## src/rtl/mem_access_sequencer_pkg.sv

```systemverilog
// Shared types and helpers for the MEM-stage data-memory sequencer.
//   - Size encodings for mem_size.
//   - FSM state type.
//   - Byte-lane enable constants.
//   - Alignment, lane-enable and store-replication helpers.
// Byte order is big-endian: byte offset 0 sits in bits [31:24].
package mem_access_sequencer_pkg;

    localparam logic [1:0] MEM_BYTE = 2'b00;
    localparam logic [1:0] MEM_HALF = 2'b01;
    localparam logic [1:0] MEM_WORD = 2'b10;  // 2'b11 is also handled as a word

    typedef enum logic [1:0] {
        IDLE   = 2'd0,
        ACCESS = 2'd1,
        DONE   = 2'd2,
        ERR    = 2'd3
    } state_e;

    localparam logic [3:0] BE_BYTE0   = 4'b1000;  // byte at offset 0; shift right by offset
    localparam logic [3:0] BE_HALF_HI = 4'b1100;
    localparam logic [3:0] BE_HALF_LO = 4'b0011;
    localparam logic [3:0] BE_WORD    = 4'b1111;

    function automatic logic is_misaligned(input logic [1:0] size, input logic [1:0] lane);
        logic mis;
        case (size)
            MEM_BYTE: mis = 1'b0;
            MEM_HALF: mis = lane[0];
            default:  mis = (lane != 2'b00);
        endcase
        return mis;
    endfunction

    function automatic logic [3:0] lane_enables(input logic [1:0] size, input logic [1:0] lane);
        logic [3:0] be;
        case (size)
            MEM_BYTE: be = BE_BYTE0 >> lane;
            MEM_HALF: be = lane[1] ? BE_HALF_LO : BE_HALF_HI;
            default:  be = BE_WORD;
        endcase
        return be;
    endfunction

    // Replicate right-justified store data so every lane the enables pick carries it.
    function automatic logic [31:0] store_lanes(input logic [1:0] size, input logic [31:0] data);
        logic [31:0] r;
        case (size)
            MEM_BYTE: r = {4{data[7:0]}};
            MEM_HALF: r = {2{data[15:0]}};
            default:  r = data;
        endcase
        return r;
    endfunction

endpackage

```

## src/rtl/mem_access_sequencer_if.sv

```systemverilog
// Data-memory request/ready bus between the MEM-stage sequencer and memory.
//   req    request strobe (sequencer -> memory)
//   we     write enable
//   addr   word-aligned byte address
//   be     byte enables, bit 3 = bits [31:24]
//   wdata  store data already replicated into lanes
//   ready  memory completes the current request (memory -> sequencer)
//   rdata  read word, valid with ready
interface mem_access_sequencer_if #(
    parameter int unsigned ADDR_W = 32
) ();

    logic              req;
    logic              we;
    logic [ADDR_W-1:0] addr;
    logic [3:0]        be;
    logic [31:0]       wdata;
    logic              ready;
    logic [31:0]       rdata;

    modport master (
        output req, we, addr, be, wdata,
        input  ready, rdata
    );

    modport slave (
        input  req, we, addr, be, wdata,
        output ready, rdata
    );

endinterface

```

## src/rtl/mem_access_sequencer_load_aligner.sv

```systemverilog
// Combinational load aligner: picks the addressed lane(s) out of the memory
// read word, right-justifies them and sign- or zero-extends to 32 bits.
//   rdata    in   32  memory read word
//   size     in    2  access size (byte/half/word)
//   se       in    1  1 = sign-extend, 0 = zero-extend
//   lane     in    2  byte offset addr[1:0]
//   ld_word  out  32  aligned, extended load result
module mem_load_aligner
    import mem_access_sequencer_pkg::*;
(
    input  logic [31:0] rdata,
    input  logic [1:0]  size,
    input  logic        se,
    input  logic [1:0]  lane,
    output logic [31:0] ld_word
);

    logic [7:0]  byte_sel;
    logic [15:0] half_sel;

    always_comb begin
        case (lane)
            2'b00:   byte_sel = rdata[31:24];
            2'b01:   byte_sel = rdata[23:16];
            2'b10:   byte_sel = rdata[15:8];
            default: byte_sel = rdata[7:0];
        endcase
        half_sel = lane[1] ? rdata[15:0] : rdata[31:16];

        case (size)
            MEM_BYTE: ld_word = {{24{se & byte_sel[7]}}, byte_sel};
            MEM_HALF: ld_word = {{16{se & half_sel[15]}}, half_sel};
            default:  ld_word = rdata;
        endcase
    end

endmodule

```

## src/rtl/mem_access_sequencer.sv

```systemverilog
// MEM-stage data-memory sequencer. Issues one request/ready transaction per
// aligned memory instruction, stalls the pipeline until memory answers, then
// returns aligned and extended load data with a one-cycle ld_valid pulse.
// Misaligned accesses raise misalign_exc and never reach memory.
//
// Optional feature: define MEM_TIMEOUT_EN to add a wait counter and an ERR
// state; after TIMEOUT_CYCLES ACCESS cycles without ready the transaction is
// dropped and timeout_exc pulses. Without it ACCESS waits indefinitely.
//
// Ports:
//   clk, reset_n            clock, asynchronous active-low reset
//   mem_en/rw/size/se       decoded MEM-stage controls (sampled in IDLE only)
//   addr, wdata             effective byte address, right-justified store data
//   dm                      data-memory bus (master side)
//   stall                   freeze IF/ID/EX/MEM pipeline registers
//   ld_data, ld_valid       load result and its one-cycle valid pulse
//   misalign_exc            one-cycle pulse on a misaligned access
//   timeout_exc             one-cycle pulse on a memory timeout
module mem_access_sequencer
    import mem_access_sequencer_pkg::*;
#(
    parameter int unsigned ADDR_W = 32
`ifdef MEM_TIMEOUT_EN
    ,
    parameter int unsigned TIMEOUT_CYCLES = 16
`endif
) (
    input  logic                          clk,
    input  logic                          reset_n,
    input  logic                          mem_en,
    input  logic                          mem_rw,
    input  logic [1:0]                    mem_size,
    input  logic                          mem_se,
    input  logic [ADDR_W-1:0]             addr,
    input  logic [31:0]                   wdata,
    mem_access_sequencer_if.master        dm,
    output logic                          stall,
    output logic [31:0]                   ld_data,
    output logic                          ld_valid,
    output logic                          misalign_exc,
    output logic                          timeout_exc
);

    state_e              state_q;
    logic                req_q;
    logic                we_q;
    logic [ADDR_W-1:0]   addr_q;
    logic [3:0]          be_q;
    logic [31:0]         wdata_q;
    logic [1:0]          size_q;
    logic                se_q;
    logic [1:0]          lane_q;
    logic [31:0]         ld_data_q;
    logic                ld_valid_q;
    logic                misalign_q;
    logic                misaligned;
    logic                issue;
    logic [31:0]         ld_word;

`ifdef MEM_TIMEOUT_EN
    localparam int unsigned CNT_W = (TIMEOUT_CYCLES > 1) ? $clog2(TIMEOUT_CYCLES) : 1;
    logic [CNT_W-1:0]    wait_cnt_q;
    logic                timeout_q;
`endif

    assign misaligned = is_misaligned(mem_size, addr[1:0]);
    assign issue      = (state_q == IDLE) && mem_en && !misaligned;

    // Stall goes high combinationally in the issue cycle so the instruction
    // stays in MEM while its request is outstanding.
    assign stall = issue || (state_q == ACCESS);

    mem_load_aligner u_load_aligner (
        .rdata   (dm.rdata),
        .size    (size_q),
        .se      (se_q),
        .lane    (lane_q),
        .ld_word (ld_word)
    );

    always_ff @(posedge clk or negedge reset_n) begin
        if (!reset_n) begin
            state_q    <= IDLE;
            req_q      <= 1'b0;
            we_q       <= 1'b0;
            addr_q     <= '0;
            be_q       <= 4'b0000;
            wdata_q    <= 32'h0;
            size_q     <= MEM_BYTE;
            se_q       <= 1'b0;
            lane_q     <= 2'b00;
            ld_data_q  <= 32'h0;
            ld_valid_q <= 1'b0;
            misalign_q <= 1'b0;
`ifdef MEM_TIMEOUT_EN
            wait_cnt_q <= '0;
            timeout_q  <= 1'b0;
`endif
        end else begin
            // Single-cycle pulses default low.
            ld_valid_q <= 1'b0;
            misalign_q <= 1'b0;
`ifdef MEM_TIMEOUT_EN
            timeout_q  <= 1'b0;
`endif
            case (state_q)
                IDLE: begin
                    if (mem_en) begin
                        if (misaligned) begin
                            misalign_q <= 1'b1;
                        end else begin
                            req_q   <= 1'b1;
                            we_q    <= mem_rw;
                            addr_q  <= {addr[ADDR_W-1:2], 2'b00};
                            be_q    <= lane_enables(mem_size, addr[1:0]);
                            wdata_q <= store_lanes(mem_size, wdata);
                            size_q  <= mem_size;
                            se_q    <= mem_se;
                            lane_q  <= addr[1:0];
`ifdef MEM_TIMEOUT_EN
                            wait_cnt_q <= '0;
`endif
                            state_q <= ACCESS;
                        end
                    end
                end
                ACCESS: begin
                    // Ready wins even on the cycle the timeout limit is reached.
                    if (dm.ready) begin
                        if (!we_q) begin
                            ld_data_q <= ld_word;
                        end
                        ld_valid_q <= !we_q;
                        req_q      <= 1'b0;
                        state_q    <= DONE;
                    end
`ifdef MEM_TIMEOUT_EN
                    else if (wait_cnt_q == CNT_W'(TIMEOUT_CYCLES - 1)) begin
                        req_q     <= 1'b0;
                        timeout_q <= 1'b1;
                        state_q   <= ERR;
                    end else begin
                        wait_cnt_q <= wait_cnt_q + CNT_W'(1);
                    end
`endif
                end
                // No back-to-back issue: the next instruction is sampled in IDLE.
                DONE:    state_q <= IDLE;
`ifdef MEM_TIMEOUT_EN
                ERR:     state_q <= IDLE;
`endif
                default: state_q <= IDLE;
            endcase
        end
    end

    assign dm.req       = req_q;
    assign dm.we        = we_q;
    assign dm.addr      = addr_q;
    assign dm.be        = be_q;
    assign dm.wdata     = wdata_q;
    assign ld_data      = ld_data_q;
    assign ld_valid     = ld_valid_q;
    assign misalign_exc = misalign_q;
`ifdef MEM_TIMEOUT_EN
    assign timeout_exc  = timeout_q;
`else
    assign timeout_exc  = 1'b0;
`endif

endmodule

```

## src/flat_wrapper.sv

```systemverilog
// flat-port wrapper written by rule: the top's interface ports become plain ports
module mem_access_sequencer_flat import mem_access_sequencer_pkg::*;
#(
    parameter int unsigned ADDR_W = 32

)
  (clk, reset_n, mem_en, mem_rw, mem_size, mem_se, addr, wdata, stall, ld_data, ld_valid, misalign_exc, timeout_exc, dm_req, dm_we, dm_addr, dm_be, dm_wdata, dm_ready, dm_rdata);
  mem_access_sequencer_if #(.ADDR_W(ADDR_W)) dm_i ();
  input  logic clk;
  input  logic reset_n;
  input  logic mem_en;
  input  logic mem_rw;
  input  logic [1:0] mem_size;
  input  logic mem_se;
  input  logic [ADDR_W-1:0] addr;
  input  logic [31:0] wdata;
  output logic stall;
  output logic [31:0] ld_data;
  output logic ld_valid;
  output logic misalign_exc;
  output logic timeout_exc;
  output wire logic [$bits(dm_i.req)-1:0] dm_req;
  output wire logic [$bits(dm_i.we)-1:0] dm_we;
  output wire logic [$bits(dm_i.addr)-1:0] dm_addr;
  output wire logic [$bits(dm_i.be)-1:0] dm_be;
  output wire logic [$bits(dm_i.wdata)-1:0] dm_wdata;
  input wire logic [$bits(dm_i.ready)-1:0] dm_ready;
  input wire logic [$bits(dm_i.rdata)-1:0] dm_rdata;
  assign dm_req = dm_i.req;
  assign dm_we = dm_i.we;
  assign dm_addr = dm_i.addr;
  assign dm_be = dm_i.be;
  assign dm_wdata = dm_i.wdata;
  assign dm_i.ready = dm_ready;
  assign dm_i.rdata = dm_rdata;
  mem_access_sequencer #(.ADDR_W(ADDR_W)) u_core (.clk(clk), .reset_n(reset_n), .mem_en(mem_en), .mem_rw(mem_rw), .mem_size(mem_size), .mem_se(mem_se), .addr(addr), .wdata(wdata), .dm(dm_i), .stall(stall), .ld_data(ld_data), .ld_valid(ld_valid), .misalign_exc(misalign_exc), .timeout_exc(timeout_exc));
endmodule
```

## config.mk

```make
export PLATFORM = sky130hd
export DESIGN_NAME = mem_access_sequencer_flat
export DESIGN_NICKNAME = d
export VERILOG_FILES = /design/src/rtl/mem_access_sequencer_pkg.sv /design/src/rtl/mem_access_sequencer_if.sv /design/src/rtl/mem_access_sequencer_load_aligner.sv /design/src/rtl/mem_access_sequencer.sv /design/src/flat_wrapper.sv
export SDC_FILE = /design/constraint.sdc
export NUM_CORES = 1
export LEC_CHECK = 0
export ABC_AREA = 1
export BUFFER_PORTS_ARGS = -buffer_cell sky130_fd_sc_hd__buf_2
export CORE_ASPECT_RATIO = 0.75
export CORE_UTILIZATION = 49
export DETAILED_ROUTE_END_ITERATION = 6
export PLACE_DENSITY = 0.81
export SETUP_SLACK_MARGIN = 0.05
export SYNTH_ARGS = -nofsm -noshare
export SYNTH_HDL_FRONTEND = slang
export SYNTH_SLANG_ARGS = --single-unit
```

## constraint.sdc

```tcl
create_clock -name clk -period 2.07 [get_ports clk]
set_clock_uncertainty 0.2 [all_clocks]
set_input_delay 0.3105 -clock clk [delete_from_list [all_inputs] [get_ports clk]]
set_output_delay 0.3105 -clock clk [all_outputs]
set_load 0.01 [all_outputs]
```

Word-level counts from Yosys, hierarchy flattened --
Cells that the tools add are included.
Cells by class: shifts and indexed selects 1, bitwise operators 4, multiplexer cells 20, reduce and logical (&&, ||, !) cells 15, eq/ne operators 8
Operators by type and width (count):
- 32-bit case mux with 2 select lines | 2
- 8-bit case mux with 3 select lines | 1
- 16-bit two-way mux | 1
- 3-bit AND reduction | 3
- 2-bit by 1-bit == test with 1-bit output (second input constant) | 4
- 2-bit zero test | 4
- 1-bit two-way mux | 8
- 4-bit case mux with 2 select lines | 1
- 2-bit two-way mux | 3
- 2-bit != test (second input constant) | 3
- 4-bit two-way mux | 1
- 1-bit case mux with 2 select lines | 2
- 2-bit case mux with 2 select lines | 1
- 4-bit AND reduction | 1
- 2-bit nonzero test | 2
- 4-bit by 2-bit right shift with 4-bit output (first input constant) | 1
- 1-bit AND | 2
- 2-bit == test (second input constant) | 1
- 1-bit logical AND | 2
- 1-bit zero test | 2
- 1-bit inverter | 2
- 1-bit logical OR | 1
Storage, ports and cells: flip-flop bits (word level) 109

Longest topological paths before layout --
depth after elaboration 5, mapped depth 9

Hierarchy --
A second synthesis with hierarchy kept.
Second synthesis, totals: cells, all modules 714, area total of the unflattened synthesis 5318.9 µm²
By module, submodules not included:
- mem_access_sequencer | instances 1, cells an instance 562, area each 4536.9 µm²
- mem_load_aligner | instances 1, cells an instance 152, area each 782.0 µm²

Least setup slack after synthesis --
Ideal clock, no wire load.
kind in2out, from input mem_size[1], to output stall, path buffers 2, cell stages on the path 7, data arrival time 1.081 ns, slack 0.478 ns, data required time 1.559 ns, cells stage by stage nor2_4 -> inv_2 -> nand2_1 -> nand2_2 -> buf_4 -> buf_4 -> nand2_1
Between the ends: longest elaborated chain between the ends 5
Ends and longest elaborated chain:
- start, declared | RTL line flat_wrapper.sv:13 | input logic [1:0] mem_size;
- 2-bit by 1-bit == test with 1-bit output or 2-bit zero test (tied branches) | RTL line mem_access_sequencer_pkg.sv:27 | case (size)
- 1-bit case mux with 2 select lines * | RTL line mem_access_sequencer_pkg.sv:27
- 1-bit zero test * | RTL line mem_access_sequencer.sv:67 | assign issue = (state_q == IDLE) && mem_en && !misaligned;
- 1-bit logical AND * | RTL line mem_access_sequencer.sv:67
- 1-bit logical OR * | RTL line mem_access_sequencer.sv:71 | assign stall = issue || (state_q == ACCESS);
- end, declared | RTL line flat_wrapper.sv:17 | output logic stall;
Mark *: on every way between the ends. The rest lies on a longest branch, timed or not.

Worst setup path in the final report --
from input mem_en, to output stall
Between the ends: longest elaborated chain between the ends 3
Ends and longest elaborated chain:
- start, declared | RTL line flat_wrapper.sv:11 | input logic mem_en;
- 1-bit logical AND (2 in a row) | RTL line mem_access_sequencer.sv:67
- 1-bit logical OR | RTL line mem_access_sequencer.sv:71
Every way passes these cells.

==> impl_metrics.toml <==
[sta]
min_period_ns = 1.940
fmax_mhz = 515.5
rsz0062_at_grt = "true"
setup_violations = 0
finalCritPeriodShare_pct = 93.71
setup_tns_ns = 0
finalHoldViolations = 0
worstMarginPinSlew_ns = 0.5225
fin_ws_ns = 0.1302
slew_viol_final = 0
maxSlewHeadroom_pct = 65.17
timing.hold.ws_ns = 0.02510

[placement]
place_ws_ns = 0.2565
dpl.cell_count = 994
hpwl_um = 10050
gp_congestion = 0.8645
place.port_buffers = 206

[critical_path]
cp.arrival_ns = 1.43
cp_common_cell = "buf_2"
crit_slowest_cell = "dlygate4sd3_1"
crit_chain = "dlygate4sd3_1 -> buf_2 -> inv_1 -> nor2_1 -> nand2_2 -> nand2_1 -> buf_2"
endpoint_kind = "output pin"
r2r_slack_ns = 0.27
worstSetupStartpointType = "input port"
cp_max_fo = 3
cp_num_buf_inv = 4
required_ns = 1.56
criticalPathCategory = "in2out"
cp_top_family = "buffers and inverters"
max_stage_delay_ns = 0.54

[logic_synthesis]
seq_area_frac_synth_pct = 52.39
synth_cell_types = 24
synth_area_leaders = "dfrtp_1 (52%), nand2_1 (19%), o21ai_0 (5.4%), a21oi_1 (4.9%), nand3_1 (3.7%)"
netlist_area_um2 = 5206
yosysTopAreaCell = "dfrtp_1"
synth.top_cell.area_share_pct = 52.39
synth.ff_latch_count = 109
yosysWarnings = 0
syn-mean-instance-area_um2 = 7.713
syn_inst = 675

[cts]
cts_max_level = 3
insertion_delay_ns = 0.35
cts_tree = "built"
cts-root-buf = "clkbuf_16"
clockBufferDepth = 2
cts_buffers = 9
path_clk_slew_ns = 0.07
cts.sinks = 109

[global_route]
grt_usage_pct = 28.59
grt_pass1_vias = 5034
antenna_found_initial = 0
globalRouteOverflowTotal = 0
grt_max_degree = 103
grt_pass1_wl_um = 24570

[final_layout]
fin_cells = 1048
nets = 1011
area_growth_pct = 35.83
drive_gt1_share_pct = 29.50
fill_cells = 821
fin_util_pct = 68.73
layout_commonest_cell = "nand2_1"
final_cell_mix = "nand2_1 (268), buf_2 (205), dfrtp_1 (109), o21ai_0 (56), a21oi_1 (51)"
diodes = 0

[min_path]
hp-class = "in2reg"

[routing]
drc = 0
routedWlPerCell_um = 14.64
ant_nets = 0
routed_via_density = 5.119
firstDrtPassIters = 5
num_vias = 5365
drt-initial-drc-count = 475
drt-total-wl_um = 15340

[die]
io_pins = 210
start_util_pct = 50.60
core_area_um2 = 10290
die_height_um = 91.27
die-area_um2 = 11050
rows = 32
die_x_um = 121.0

[pwr]
ir_drop_mv = 0.6279
power_leakage_nw = 3.988
p_per_area_nw_per_um2 = 1170

[outcome]
outcome = "completed"

[flow_run]
cap_violations = 0
worst min-delay path: stages:
cell and delay, ns:
buf_2 0.09, nand3_1 0.07, nand3_1 0.06
kinds of logic (layout without fill, tap and decap cells):
kind of cell / count (synthesis) / count (layout) / synth area share [%]
buffers and inverters: 93 / 328 / 7.955
other: 1 / 3 / 0.07203
DFF: 109 / 109 / 52.39
and+or+nand+nor: 355 / 355 / 28.07
AOI/OAI and AO/OA: 117 / 117 / 11.51
layout make-up:
| type | count | area (µm²) | area share (%) |
|---|---|---|---|
| well taps | 136 | 170.2 | 2.406 |
| clock inverters | 6 | 95.09 | 1.345 |
| multi-input cells | 475 | 2074 | 29.33 |
| inverters | 53 | 202.7 | 2.866 |
| repair inverters | 2 | 15.01 | 0.2123 |
| clock buffers | 10 | 229.0 | 3.238 |
| flip-flops and latches | 109 | 2728 | 38.57 |
| repair buffers | 257 | 1558 | 22.03 |
power breakdown:
group	internal, mW	switching [mW]
Clock	1.07	0.812
Sequential	2.88	0.460
Combinational	1.28	1.76
metal layers:
layer  GRT usage [%]  part of all wire [%]  up-vias
met5               0                     0        -
met4           9.362                   1.8        0
met3           6.030                   7.0       22
met2           44.62                    47      234
met1           39.69                    44     2525
li1                -                     -     2584
worst paths after layout:
kind | startpoint | endpoint | cells past startpoint
max | mem_en | stall | 7
min | wdata[28] | u_core.dm.wdata[28]$_DFFE_PN0P_ | 3
max reg2reg | u_core.size_q[0]$_DFFE_PN0P_ | u_core.ld_data[17]$_DFFE_PN0P_ | 8
min reg2reg | u_core.ld_data[3]$_DFFE_PN0P_ | u_core.ld_data[3]$_DFFE_PN0P_ | 2
max in group asynchronous | reset_n | u_core.dm.wdata[18]$_DFFE_PN0P_ | 3
min in group asynchronous | reset_n | u_core.ld_data[10]$_DFFE_PN0P_ | 2
sequential cells by signal, summed over array words and instances (netlist names):
register and flops:
u_core.dm.wdata 32, u_core.ld_data 32, u_core.dm.addr 30, u_core.dm.be 4
u_core.lane_q 2, u_core.size_q 2, u_core.state_q 2, u_core.dm.req 1
u_core.dm.we 1, u_core.ld_valid 1, u_core.misalign_exc 1, u_core.se_q 1
synthesized netlist by cell type, drive strengths merged:
cell type and count:
o211ai 2, or2 18, nand2 271, buf 24
nand3 40, o21ai 60, nor3 7, dfrtp 109
a21boi 3, conb 1, a31oi 1, inv 53
clkbuf 16, nor2 19, a21oi 51
stage by stage:
step,area [µm²],total power [mW]
after floorplan,5214,5.039
after global placement,6365,6.227
after detailed placement,6365,6.293
after CTS,7039,8.246
after global routing,7072,8.848
final,7072,8.272
repair_timing:
| action | CTS | global route |
|---|---|---|
| endpoints found under the setup margin | 0 | 2 |
| hold endpoints to repair | 69 | 0 |
| setup buffers | 0 | 1 |
| hold buffers | 35 | 0 |
| gates resized for setup | 0 | 5 |
No activity file was read; power rests on OpenSTA's default activity.
